--- config.mk ---
export PLATFORM = sky130hd
export DESIGN_NAME = render_sram_arbiter_flat
export DESIGN_NICKNAME = d
export VERILOG_FILES = /design/src/rtl/render_sram_arbiter.sv /design/src/rtl/render_sram_arbiter_if.sv /design/src/flat_wrapper.sv
export SDC_FILE = /design/constraint.sdc
export NUM_CORES = 1
export LEC_CHECK = 0
export CAP_MARGIN = 20
export CELL_PAD_IN_SITES_DETAIL_PLACEMENT = 0
export CELL_PAD_IN_SITES_GLOBAL_PLACEMENT = 2
export CORE_AREA = 2 2 140 142
export CTS_BUF_LIST = sky130_fd_sc_hd__clkbuf_16
export CTS_CLUSTER_DIAMETER = 40
export CTS_CLUSTER_SIZE = 16
export DETAILED_ROUTE_END_ITERATION = 8
export DIE_AREA = 0 0 142 144
export PLACE_DENSITY_LB_ADDON = 0.15
export SYNTH_ARGS = -nofsm -noshare
export SYNTH_HDL_FRONTEND = slang
export SYNTH_SLANG_ARGS = --single-unit
export TNS_END_PERCENT = 10
--- constraint.sdc ---
create_clock -name i_clk -period 10.4 [get_ports i_clk]
set_input_delay 2.08 -clock i_clk [delete_from_list [all_inputs] [get_ports i_clk]]
set_output_delay 2.08 -clock i_clk [all_outputs]
set_load 0.02 [all_outputs]
--- src/rtl/render_sram_arbiter.sv ---
// rtl/render_sram_arbiter.sv - single-port SRAM arbiter between VGA render reads and buffered writes
//
// Purpose: each rendered map cell is fetched from SRAM once (first screen pixel
// of the cell), expanded RGB565 -> RGB888 and held for the remaining pixels.
// Any cycle that is not a fetch may drain a one-entry write buffer.
// Ports:
//   i_clk : clock, all logic on the rising edge
//   i_rst : asynchronous active-high reset
//   bus   : render_sram_arbiter_if.slave (render pixel in, colour out, write
//           request handshake, SRAM pins, write stall counter)
package sram_pkg;
  localparam int MAP_H_WIDTH = 11;
  localparam int MAP_V_WIDTH = 10;
endpackage

module render_sram_arbiter #(
  parameter int H_SIZE = 1600,
  parameter int V_SIZE = 900,
  parameter int SHIFT  = 1
) (
  input  logic                  i_clk,
  input  logic                  i_rst,
  render_sram_arbiter_if.slave  bus
);

  localparam logic [19:0] LINE_WORDS = 20'(H_SIZE >> SHIFT);
  localparam logic [19:0] SUB_MASK   = 20'((1 << SHIFT) - 1);

  typedef enum logic {EMPTY, FULL} wr_state_t;

  logic [sram_pkg::MAP_H_WIDTH-1:0] h;
  logic [sram_pkg::MAP_V_WIDTH-1:0] v;
  assign h = bus.i_render_h;
  assign v = bus.i_render_v;

  wr_state_t   state;
  logic [19:0] buf_addr;
  logic [15:0] buf_data;
  logic [15:0] hold_q;
  logic [23:0] color_q;
  logic [19:0] sram_addr_q;
  logic [15:0] sram_wdata_q;
  logic        sram_we_n_q;
  logic        sram_oe_n_q;
  logic        wr_ready_q;
  logic [15:0] wr_stall_q;

  logic [19:0] h_idx;
  logic [19:0] v_idx;
  logic [19:0] rd_addr;
  logic        h_in_line;
  logic        read_slot;
  logic        accept;
  logic [15:0] hold_d;

  function automatic logic [23:0] rgb565_to_888(input logic [15:0] p);
    return {p[15:11], p[15:13], p[10:5], p[10:9], p[4:0], p[4:2]};
  endfunction

  // Screen coordinates are 1-based; h=0 marks blanking. The multiply wraps at
  // 20 bits, which is the required address truncation.
  always_comb begin
    h_idx     = 20'(h) - 20'd1;
    v_idx     = 20'(v) - 20'd1;
    rd_addr   = (v_idx >> SHIFT) * LINE_WORDS + (h_idx >> SHIFT);
    h_in_line = (h != '0) && (32'(h) <= 32'(H_SIZE));
    read_slot = bus.i_render_en && h_in_line && ((h_idx & SUB_MASK) == 20'd0);
    accept    = bus.i_wr_valid && wr_ready_q;
    // The SRAM answers in the same cycle the read address is on the pins,
    // i.e. the cycle after the read slot; only then is rdata meaningful.
    hold_d    = !sram_oe_n_q ? bus.i_sram_rdata : hold_q;
  end

  always_ff @(posedge i_clk or posedge i_rst) begin
    if (i_rst) begin
      state        <= EMPTY;
      buf_addr     <= '0;
      buf_data     <= '0;
      hold_q       <= '0;
      color_q      <= '0;
      sram_addr_q  <= '0;
      sram_wdata_q <= '0;
      sram_we_n_q  <= 1'b1;
      sram_oe_n_q  <= 1'b1;
      wr_ready_q   <= 1'b1;
      wr_stall_q   <= '0;
    end else begin
      hold_q  <= hold_d;
      color_q <= rgb565_to_888(hold_d);

      // Reads win every slot; a buffered write only uses a non-read slot.
      if (read_slot) begin
        sram_addr_q <= rd_addr;
        sram_oe_n_q <= 1'b0;
        sram_we_n_q <= 1'b1;
      end else if (state == FULL) begin
        sram_addr_q  <= buf_addr;
        sram_wdata_q <= buf_data;
        sram_we_n_q  <= 1'b0;
        sram_oe_n_q  <= 1'b1;
      end else begin
        sram_we_n_q <= 1'b1;
        sram_oe_n_q <= 1'b1;
      end

      case (state)
        EMPTY: begin
          if (accept) begin
            buf_addr <= bus.i_wr_addr;
            buf_data <= bus.i_wr_data;
            state    <= FULL;
          end
        end
        FULL: begin
          if (!read_slot) begin
            state      <= EMPTY;
            wr_stall_q <= '0;
          end else if (wr_stall_q != 16'hFFFF) begin
            wr_stall_q <= wr_stall_q + 16'd1;
          end
        end
        default: state <= EMPTY;
      endcase

      // Ready follows the registered state, so it reopens the cycle after the
      // strobe and drops immediately on accept.
      wr_ready_q <= (state == EMPTY) && !accept;
    end
  end

  // Rendered lines never exceed the frame height.
  always @(posedge i_clk) begin
    if (!i_rst && read_slot) begin
      assert ((v != '0) && (32'(v) <= 32'(V_SIZE)));
    end
  end

  assign bus.o_color      = color_q;
  assign bus.o_sram_addr  = sram_addr_q;
  assign bus.o_sram_wdata = sram_wdata_q;
  assign bus.o_sram_we_n  = sram_we_n_q;
  assign bus.o_sram_oe_n  = sram_oe_n_q;
  assign bus.o_wr_ready   = wr_ready_q;
  assign bus.o_wr_stall   = wr_stall_q;

endmodule

--- src/rtl/render_sram_arbiter_if.sv ---
// rtl/render_sram_arbiter_if.sv - render/write/SRAM bus bundle for render_sram_arbiter
//
// Purpose: groups every non-clock, non-reset signal of render_sram_arbiter.
// Ports (names keep the i_/o_ direction seen from the arbiter):
//   i_render_en, i_render_h, i_render_v : pixel being rendered by the VGA timing
//   o_color                             : RGB888 colour back to the VGA
//   i_wr_valid, o_wr_ready, i_wr_addr,
//   i_wr_data                           : single-word write request handshake
//   o_sram_addr, o_sram_wdata,
//   o_sram_we_n, o_sram_oe_n,
//   i_sram_rdata                        : asynchronous SRAM pins
//   o_wr_stall                          : cycles the buffered write has waited
// Modports: master = driver of the arbiter inputs, slave = the arbiter.
interface render_sram_arbiter_if #(
  parameter int H_WIDTH = 11,
  parameter int V_WIDTH = 10
);
  logic               i_render_en;
  logic [H_WIDTH-1:0] i_render_h;
  logic [V_WIDTH-1:0] i_render_v;
  logic [23:0]        o_color;
  logic               i_wr_valid;
  logic               o_wr_ready;
  logic [19:0]        i_wr_addr;
  logic [15:0]        i_wr_data;
  logic [19:0]        o_sram_addr;
  logic [15:0]        o_sram_wdata;
  logic               o_sram_we_n;
  logic               o_sram_oe_n;
  logic [15:0]        i_sram_rdata;
  logic [15:0]        o_wr_stall;

  modport master (
    output i_render_en, i_render_h, i_render_v,
    output i_wr_valid, i_wr_addr, i_wr_data, i_sram_rdata,
    input  o_color, o_wr_ready, o_sram_addr, o_sram_wdata,
    input  o_sram_we_n, o_sram_oe_n, o_wr_stall
  );

  modport slave (
    input  i_render_en, i_render_h, i_render_v,
    input  i_wr_valid, i_wr_addr, i_wr_data, i_sram_rdata,
    output o_color, o_wr_ready, o_sram_addr, o_sram_wdata,
    output o_sram_we_n, o_sram_oe_n, o_wr_stall
  );
endinterface

--- src/flat_wrapper.sv ---
// flat-port wrapper written by rule: the top's interface ports become plain ports
module render_sram_arbiter_flat 
#(
  parameter int H_SIZE = 1600,
  parameter int V_SIZE = 900,
  parameter int SHIFT  = 1
)
  (i_clk, i_rst, bus_i_render_en, bus_i_render_h, bus_i_render_v, bus_i_wr_valid, bus_i_wr_addr, bus_i_wr_data, bus_i_sram_rdata, bus_o_color, bus_o_wr_ready, bus_o_sram_addr, bus_o_sram_wdata, bus_o_sram_we_n, bus_o_sram_oe_n, bus_o_wr_stall);
  render_sram_arbiter_if bus_i ();
  input  logic i_clk;
  input  logic i_rst;
  input wire logic [$bits(bus_i.i_render_en)-1:0] bus_i_render_en;
  input wire logic [$bits(bus_i.i_render_h)-1:0] bus_i_render_h;
  input wire logic [$bits(bus_i.i_render_v)-1:0] bus_i_render_v;
  input wire logic [$bits(bus_i.i_wr_valid)-1:0] bus_i_wr_valid;
  input wire logic [$bits(bus_i.i_wr_addr)-1:0] bus_i_wr_addr;
  input wire logic [$bits(bus_i.i_wr_data)-1:0] bus_i_wr_data;
  input wire logic [$bits(bus_i.i_sram_rdata)-1:0] bus_i_sram_rdata;
  output wire logic [$bits(bus_i.o_color)-1:0] bus_o_color;
  output wire logic [$bits(bus_i.o_wr_ready)-1:0] bus_o_wr_ready;
  output wire logic [$bits(bus_i.o_sram_addr)-1:0] bus_o_sram_addr;
  output wire logic [$bits(bus_i.o_sram_wdata)-1:0] bus_o_sram_wdata;
  output wire logic [$bits(bus_i.o_sram_we_n)-1:0] bus_o_sram_we_n;
  output wire logic [$bits(bus_i.o_sram_oe_n)-1:0] bus_o_sram_oe_n;
  output wire logic [$bits(bus_i.o_wr_stall)-1:0] bus_o_wr_stall;
  assign bus_i.i_render_en = bus_i_render_en;
  assign bus_i.i_render_h = bus_i_render_h;
  assign bus_i.i_render_v = bus_i_render_v;
  assign bus_i.i_wr_valid = bus_i_wr_valid;
  assign bus_i.i_wr_addr = bus_i_wr_addr;
  assign bus_i.i_wr_data = bus_i_wr_data;
  assign bus_i.i_sram_rdata = bus_i_sram_rdata;
  assign bus_o_color = bus_i.o_color;
  assign bus_o_wr_ready = bus_i.o_wr_ready;
  assign bus_o_sram_addr = bus_i.o_sram_addr;
  assign bus_o_sram_wdata = bus_i.o_sram_wdata;
  assign bus_o_sram_we_n = bus_i.o_sram_we_n;
  assign bus_o_sram_oe_n = bus_i.o_sram_oe_n;
  assign bus_o_wr_stall = bus_i.o_wr_stall;
  render_sram_arbiter #(.H_SIZE(H_SIZE), .V_SIZE(V_SIZE), .SHIFT(SHIFT)) u_core (.i_clk(i_clk), .i_rst(i_rst), .bus(bus_i));
endmodule
==> flow_summary.yaml <==
logic_synthesis:
  ys_ff_latch: 108
  avgSynthCellArea_um2: 10.4
  yosysSeqAreaShare_pct: 42.5
  synth_area_um2: 6370
  synth_ff_type: "dfrtp_1"
  synth_top_area_share_pct: 41.2
  synth_top_cell_by_area: "dfrtp_1"
  synth_area_leaders: "dfrtp_1 (41%), mux2_2 (9.2%), ha_1 (9.0%), nand2_1 (4.9%), xnor2_1 (3.8%)"
  synth_edf_count: 0
  netlist_instances: 611
  synthDistinctLibCells: 56
  async_flop_share_pct: 100
  synth_nets: 743
  ys_warn_count: 0
placement:
  io_buffers: 155
  dpl_cell_area_um2: 8090
  dp_hpwl_um: 11600
  gp_congestion: 0.797
global_route:
  antenna_found_initial: 0
  grt_max_degree: 56
  grt_pass1_vias: 4863
  gr-usage-all-layers_pct: 15.2
  grt_pass1_wl_um: 24600
  overflow: 0
sta:
  slew_viol_final: 0
  timing.slew.headroom_pct: 50.2
  worst_pin_slew_ns: 0.744
  rsz0062_at_grt: "no"
  skew_ns: 0.0153
  finalCriticalPeriod_ns: 6.85
  setup_viol: 0
  finalHoldViolCount: 0
  finalSetupTns_ns: 0
  fmax_mhz: 146
  fin_crit_sh_pct: 65.8
die:
  coreArea_um2: 19100
  fp.dieArea_um2: 20400
  io-pin-count: 156
  die_x_um: 142
  std_cell_rows: 51
  die-height_um: 144
  initial_core_util_pct: 33.4
critical_path:
  crit_path_max_incr_delay_ns: 0.50
  cp_common_cell: "ha_1"
  startpoint_type: "input pin"
  crit_type: "in -> reg"
  end_kind: "flop"
  cp_top_family: "adder cells"
  cp_data_arrival_time_ns: 7.06
  crit_path_max_fanout: 4
  crit_buf_inv: 3
  required_ns: 10.61
  crit_chain: "clkdlybuf4s50_1, nor4_2, and3b_1, xor2_1, ha_1, ha_1, inv_1, fa_1, inv_1, ha_1, or4_1, a31oi_1, xnor2_1, ha_1, a21oi_1, nand2_1, a21o_1, o31ai_1, xor2_1, xnor2_1, a21oi_1"
  slowest_stage: "or4_1"
finish:
  antenna_cells: 0
  final_nets: 886
  nFillCells: 1841
  drive_above_1_share_pct: 11.5
  stdcell_area_um2: 8410
  syn2layout_area_growth_pct: 32.0
power:
  powerDensity_nw_per_um2: 228
  irDropWorstVdd_mv: 0.102
  p_leak_nw: 3.78
detailed_routing:
  viasPerCell: 4.83
  drt_wl_total_um: 15300
  ant_nets: 0
  drtPass1Iterations: 4
  first_iter_violations: 223
  drc: 0
  wl_per_cell_um: 15.4
  vias: 4818
clock_tree:
  cts_resized: 0
  hold_buffers: 0
  clkSinkCount: 108
  tritoncts: "yes"
  cts_made_buffers: 9
  clk_latency_ns: 0.36
  clock_path_buffers: 2
  htreeDepth: 3
  clk_pin_slew_worst_paths_ns: 0.08
  root_buffer: "clkbuf_16"
  postCtsSetupBuffers: 0
outcome:
  status: "finished, final reports clean"
job:
  drv_cap: 0
hold_path:
  hold_class: "reg -> reg"
==> layout by cell type (no fill, tap or decap), types with 4 or more instances in the layout <==
cell type        instances
clkdlybuf4s50_1        155
dfrtp_1                104
nand2_1                 83
mux2_2                  52
ha_1                    46
inv_1                   41
o21ai_0                 29
nor2_1                  28
xnor2_1                 28
mux2i_1                 22
xor2_1                  20
a21oi_1                 17
nand3_1                 11
fa_1                     9
clkbuf_16                9
a21o_1                   8
nor2b_1                  7
a211oi_1                 7
nor3_1                   6
or3_1                    5
and3_1                   5
a31oi_1                  5
buf_4                    5
nand4_1                  4
==> metrics by stage <==
step / hold WS [ns] / cells / power [W] / setup slack, ns / utilization (%)
floorplan: 0.432 / 611 / 0.00125 / 4.05 / -
global placement: 0.443 / 980 / 0.00158 / 3.24 / 42.4
detailed placement: 0.450 / 980 / 0.00159 / 3.16 / 42.4
CTS: 0.472 / 996 / 0.00195 / 3.54 / 44.0
global route: 0.488 / 997 / 0.00206 / 3.21 / 44.1
finish: 0.468 / 997 / 0.00192 / 3.55 / 44.1
==> registers in the layout (all words and copies together) (netlist names) <==
register	count
u_core.buf_addr	20
u_core.bus.o_sram_addr	20
u_core.bus.o_color	1
u_core.buf_data	16
u_core.state	1
u_core.bus.o_wr_ready	1
u_core.bus.o_sram_oe_n	1
u_core.bus.o_sram_we_n	1
u_core.bus.o_wr_stall	16
u_core.hold_q	15
u_core.bus.o_sram_wdata	16
==> worst min-delay path, cell delays in order, from the launching register on <==
cell	delay (ns)
dfrtp_1	0.35
nand2_1	0.05
nand2_1	0.05
==> synthesized netlist by cell type, types with 2 or more instances <==
cell and number:
or4_1 2, clkbuf_1 12, buf_4 9, inv_1 42, nand2b_1 2, nand4_1 4, o31ai_1 2, nand3_1 11
and4_1 2, and2_1 2, xnor2_1 28, or3_1 5, ha_1 46, o41ai_1 2, mux2i_1 22, o21ai_0 29
o2111ai_1 3, fa_1 9, a211oi_1 7, buf_2 3, xor2_1 20, nor2_1 28, dfstp_2 3, o21bai_1 2
nand2_1 83, nor3_1 6, o211ai_1 2, a31oi_1 5, nor2b_1 7, buf_1 2, nand3b_1 2, a21o_1 8
mux2_2 52, buf_6 3, and3_1 5, dfrtp_1 105, a21oi_1 17
==> cell type report <==
class                           count  area (um^2)  area share, %
Multi-Input combinational cell    430         3330           39.6
Sequential cell                   108         2710           32.2
Timing Repair Buffer              161         1600           19.0
Tap cell                          238          298           3.54
Clock buffer                        9          225           2.68
Inverter                           44          170           2.02
Clock inverter                      7         80.1          0.952
==> path summary, 6_finish.rpt <==
kind	depth (start not counted)	startpoint	end	slack, ns
worst max register to register	6	u_core.state$_DFF_PP0_	u_core.bus.o_wr_stall[9]$_DFFE_PP0P_	8.12
worst min-delay path	2	u_core.buf_data[15]$_DFFE_PP0P_	u_core.bus.o_sram_wdata[15]$_DFFE_PP0P_	0.47
worst max-delay path	21	bus_i_render_v[5]	u_core.bus.o_sram_addr[19]$_DFFE_PP0P_	3.55
max in group asynchronous	3	i_rst	u_core.state$_DFF_PP0_	7.00
worst min register to register	2	u_core.buf_data[15]$_DFFE_PP0P_	u_core.bus.o_sram_wdata[15]$_DFFE_PP0P_	0.47
min in group asynchronous	2	i_rst	u_core.bus.o_wr_stall[8]$_DFFE_PP0P_	2.19
==> metal layers <==
metal	track usage, %	wire [um]	vias to the layer above
li1	-	-	2382
met1	19.6	7150	2314
met2	26.3	7390	108
met3	3.08	611	14
met4	3.74	181	0
met5	0	0	-
==> kinds of logic after synthesis <==
group / after synthesis / synth area share [%]
XOR/XNOR: 48 / 6.60
AO/OA/AOI/OAI: 89 / 9.21
buffers and inverters: 73 / 5.28
flip-flops: 108 / 42.5
multiplexers: 74 / 12.6
adder cells (fa/ha/maj): 55 / 11.9
AND/OR/NAND/NOR: 164 / 11.9
==> where the power goes <==
part | switching (W) | internal (W)
sequential | 0.0000846 | 0.000584
combinational | 0.000461 | 0.000441
clock | 0.000177 | 0.000171
total | 0.000723 | 0.00120
(Power assumes the default switching activity.)
==> edit, RTL diff (same flow settings) <==
`H_SIZE` is set to 1600 in 2 places; all go to 1200.
--- a/src/rtl/render_sram_arbiter.sv
+++ b/src/rtl/render_sram_arbiter.sv
@@ -14,7 +14,7 @@
 endpackage
 
 module render_sram_arbiter #(
-  parameter int H_SIZE = 1600,
+  parameter int H_SIZE = 1200,
   parameter int V_SIZE = 900,
   parameter int SHIFT  = 1
 ) (
--- a/src/flat_wrapper.sv
+++ b/src/flat_wrapper.sv
@@ -1,7 +1,7 @@
 // flat-port wrapper written by rule: the top's interface ports become plain ports
 module render_sram_arbiter_flat 
 #(
-  parameter int H_SIZE = 1600,
+  parameter int H_SIZE = 1200,
   parameter int V_SIZE = 900,
   parameter int SHIFT  = 1
 )
Function: changed (Yosys sat finds a counterexample within 4 cycles, from zero or initial values and one cycle with i_rst high).
==> edit against the original RTL <==
Synthesized area grew 7.8%; highest routed layer unchanged; sequential cell count is the same; final area grew 5.9%; non-clock buffer count shrank 2; final cell count grew 7.1%; power grew 12%; first-iteration DRC count grew 17%; sequential share of layout area shrank 1.8 points; critical path depth grew 4; routed wire length grew 6.5%; worst hold slack lost 4.9 ps; worst setup slack lost 1000 ps.
==> edit: results (changes against the original RTL) <==
** Min path
- Hold wc startpoint :: u_core.buf_data[12]
- End point of the worst hold path :: u_core.bus.o_sram_wdata[12]

** Place
- Final estimated routing congestion in global placement :: 0.815 (+2.2%)
- The worst-case setup slack after placement was 2110 ps (-1050 ps).
- Post-detailed-placement half-perimeter wirelength :: 12500 um (+8.1%)

** Critical path
- The most critical setup path has its startpoint at bus_i_render_v[4].
- In this run the critical register-to-register path is launched from u_core.bus.o_wr_stall[1].
- The slowest stage of the critical path is the sky130_fd_sc_hd__or3_1 cell.
- The maximum fanout along the worst path is 8 (+4).
- The data arrival time at the worst-slack endpoint came to 8130 ps (+1070 ps).

** Synthesis
- Cells after Synth :: 684 (+12%)
- Most common library cells after synthesis :: 105 x sky130_fd_sc_hd__dfrtp_1, 97 x sky130_fd_sc_hd__nand2_1, 62 x sky130_fd_sc_hd__inv_1
- Leading post-synthesis cells by cell area :: sky130_fd_sc_hd__dfrtp_1 38%, sky130_fd_sc_hd__ha_1 10%, sky130_fd_sc_hd__mux2_2 8.7%
- Number of different library cells in the post-synthesis netlist :: 58 (+3.6%)
- The total nets after synthesis came to 832 (+12%).

** Final layout
- The number of filler cells placed in the layout was 1788 (-2.9%).

** Global routing
- Vias in the first global route :: 5471 (+13%)
- The maximum number of pins on one net before global-route repair is 73 (+30%).

** Drt
- The DRC marker count from the first detailed-route iteration is 261 (+17%).
- The wire length after detailed routing was 16300 um (+6.5%).
- The mean number of vias per cell came to 4.97 (+2.8%).

** Power
- Leakage Power :: 4.04 nW (+6.7%)
- Worst vdd rail ir drop :: 107 uV (+4.2%)

** Timing
- The worst hold margin came to 463 ps (-4.89 ps).
- Clock skew :: 13.6 ps (-1.67 ps)

** Outcome
- Outcome :: finished, final reports clean
[edit: cell types whose count changed in the layout (fill, tap and decap cells not counted), sizes merged, moves of 4 or more]
| cell | before | now |
|---|---|---|
| nor3 | 6 | 10 |
| a21oi | 17 | 26 |
| fa | 9 | 16 |
| nand2 | 83 | 97 |
| o21a | 1 | 5 |
| o31ai | 2 | 6 |
| nor2 | 28 | 38 |
| inv | 46 | 66 |
| ha | 46 | 55 |
| xnor2 | 28 | 32 |
[edit: power by group]
group	internal (mW)	total (mW)	leakage [nW]	switching, mW
clock network	0.174	0.351	0.152	0.177
registers	0.584	0.700	1.32	0.116
logic	0.531	1.09	2.57	0.562
[edit: cell type report]
type	instances	area (sq um)	share of cell area, %
Clock inverter	7	91.3	1.03
Multi-Input combinational cell	483	3760	42.2
Sequential cell	108	2710	30.4
Tap cell	238	298	3.35
Clock buffer	9	225	2.53
Inverter	64	245	2.75
Timing Repair Buffer	159	1580	17.7
[edit: worst max-delay path: cells and delay by family]
| kind | cells | cell delay (ps) |
|---|---|---|
| buffers and inverters | 4 | 760 |
| AO/OA/AOI/OAI | 5 | 1150 |
| AND/OR/NAND/NOR | 7 | 1540 |
| adder cells (fa/ha/maj) | 6 | 2270 |
| XOR/XNOR | 3 | 310 |
[edit: kinds of logic after synthesis]
kind of cell / share of synthesized area, %
muxes: 11.5
adders and majority gates: 14.7
AOI/OAI and AO/OA: 9.64
and+or+nand+nor: 12.7
DFF: 39.4
xor gates and xnor gates: 6.25
buffers and inverters: 5.90
[edit: routing by layer]
layer / GRT usage, % / routed length [um]
met3: 4.21 / 948
met2: 28.4 / 8000
met4: 3.95 / 167
met5: 0 / 0
met1: 21.0 / 7200
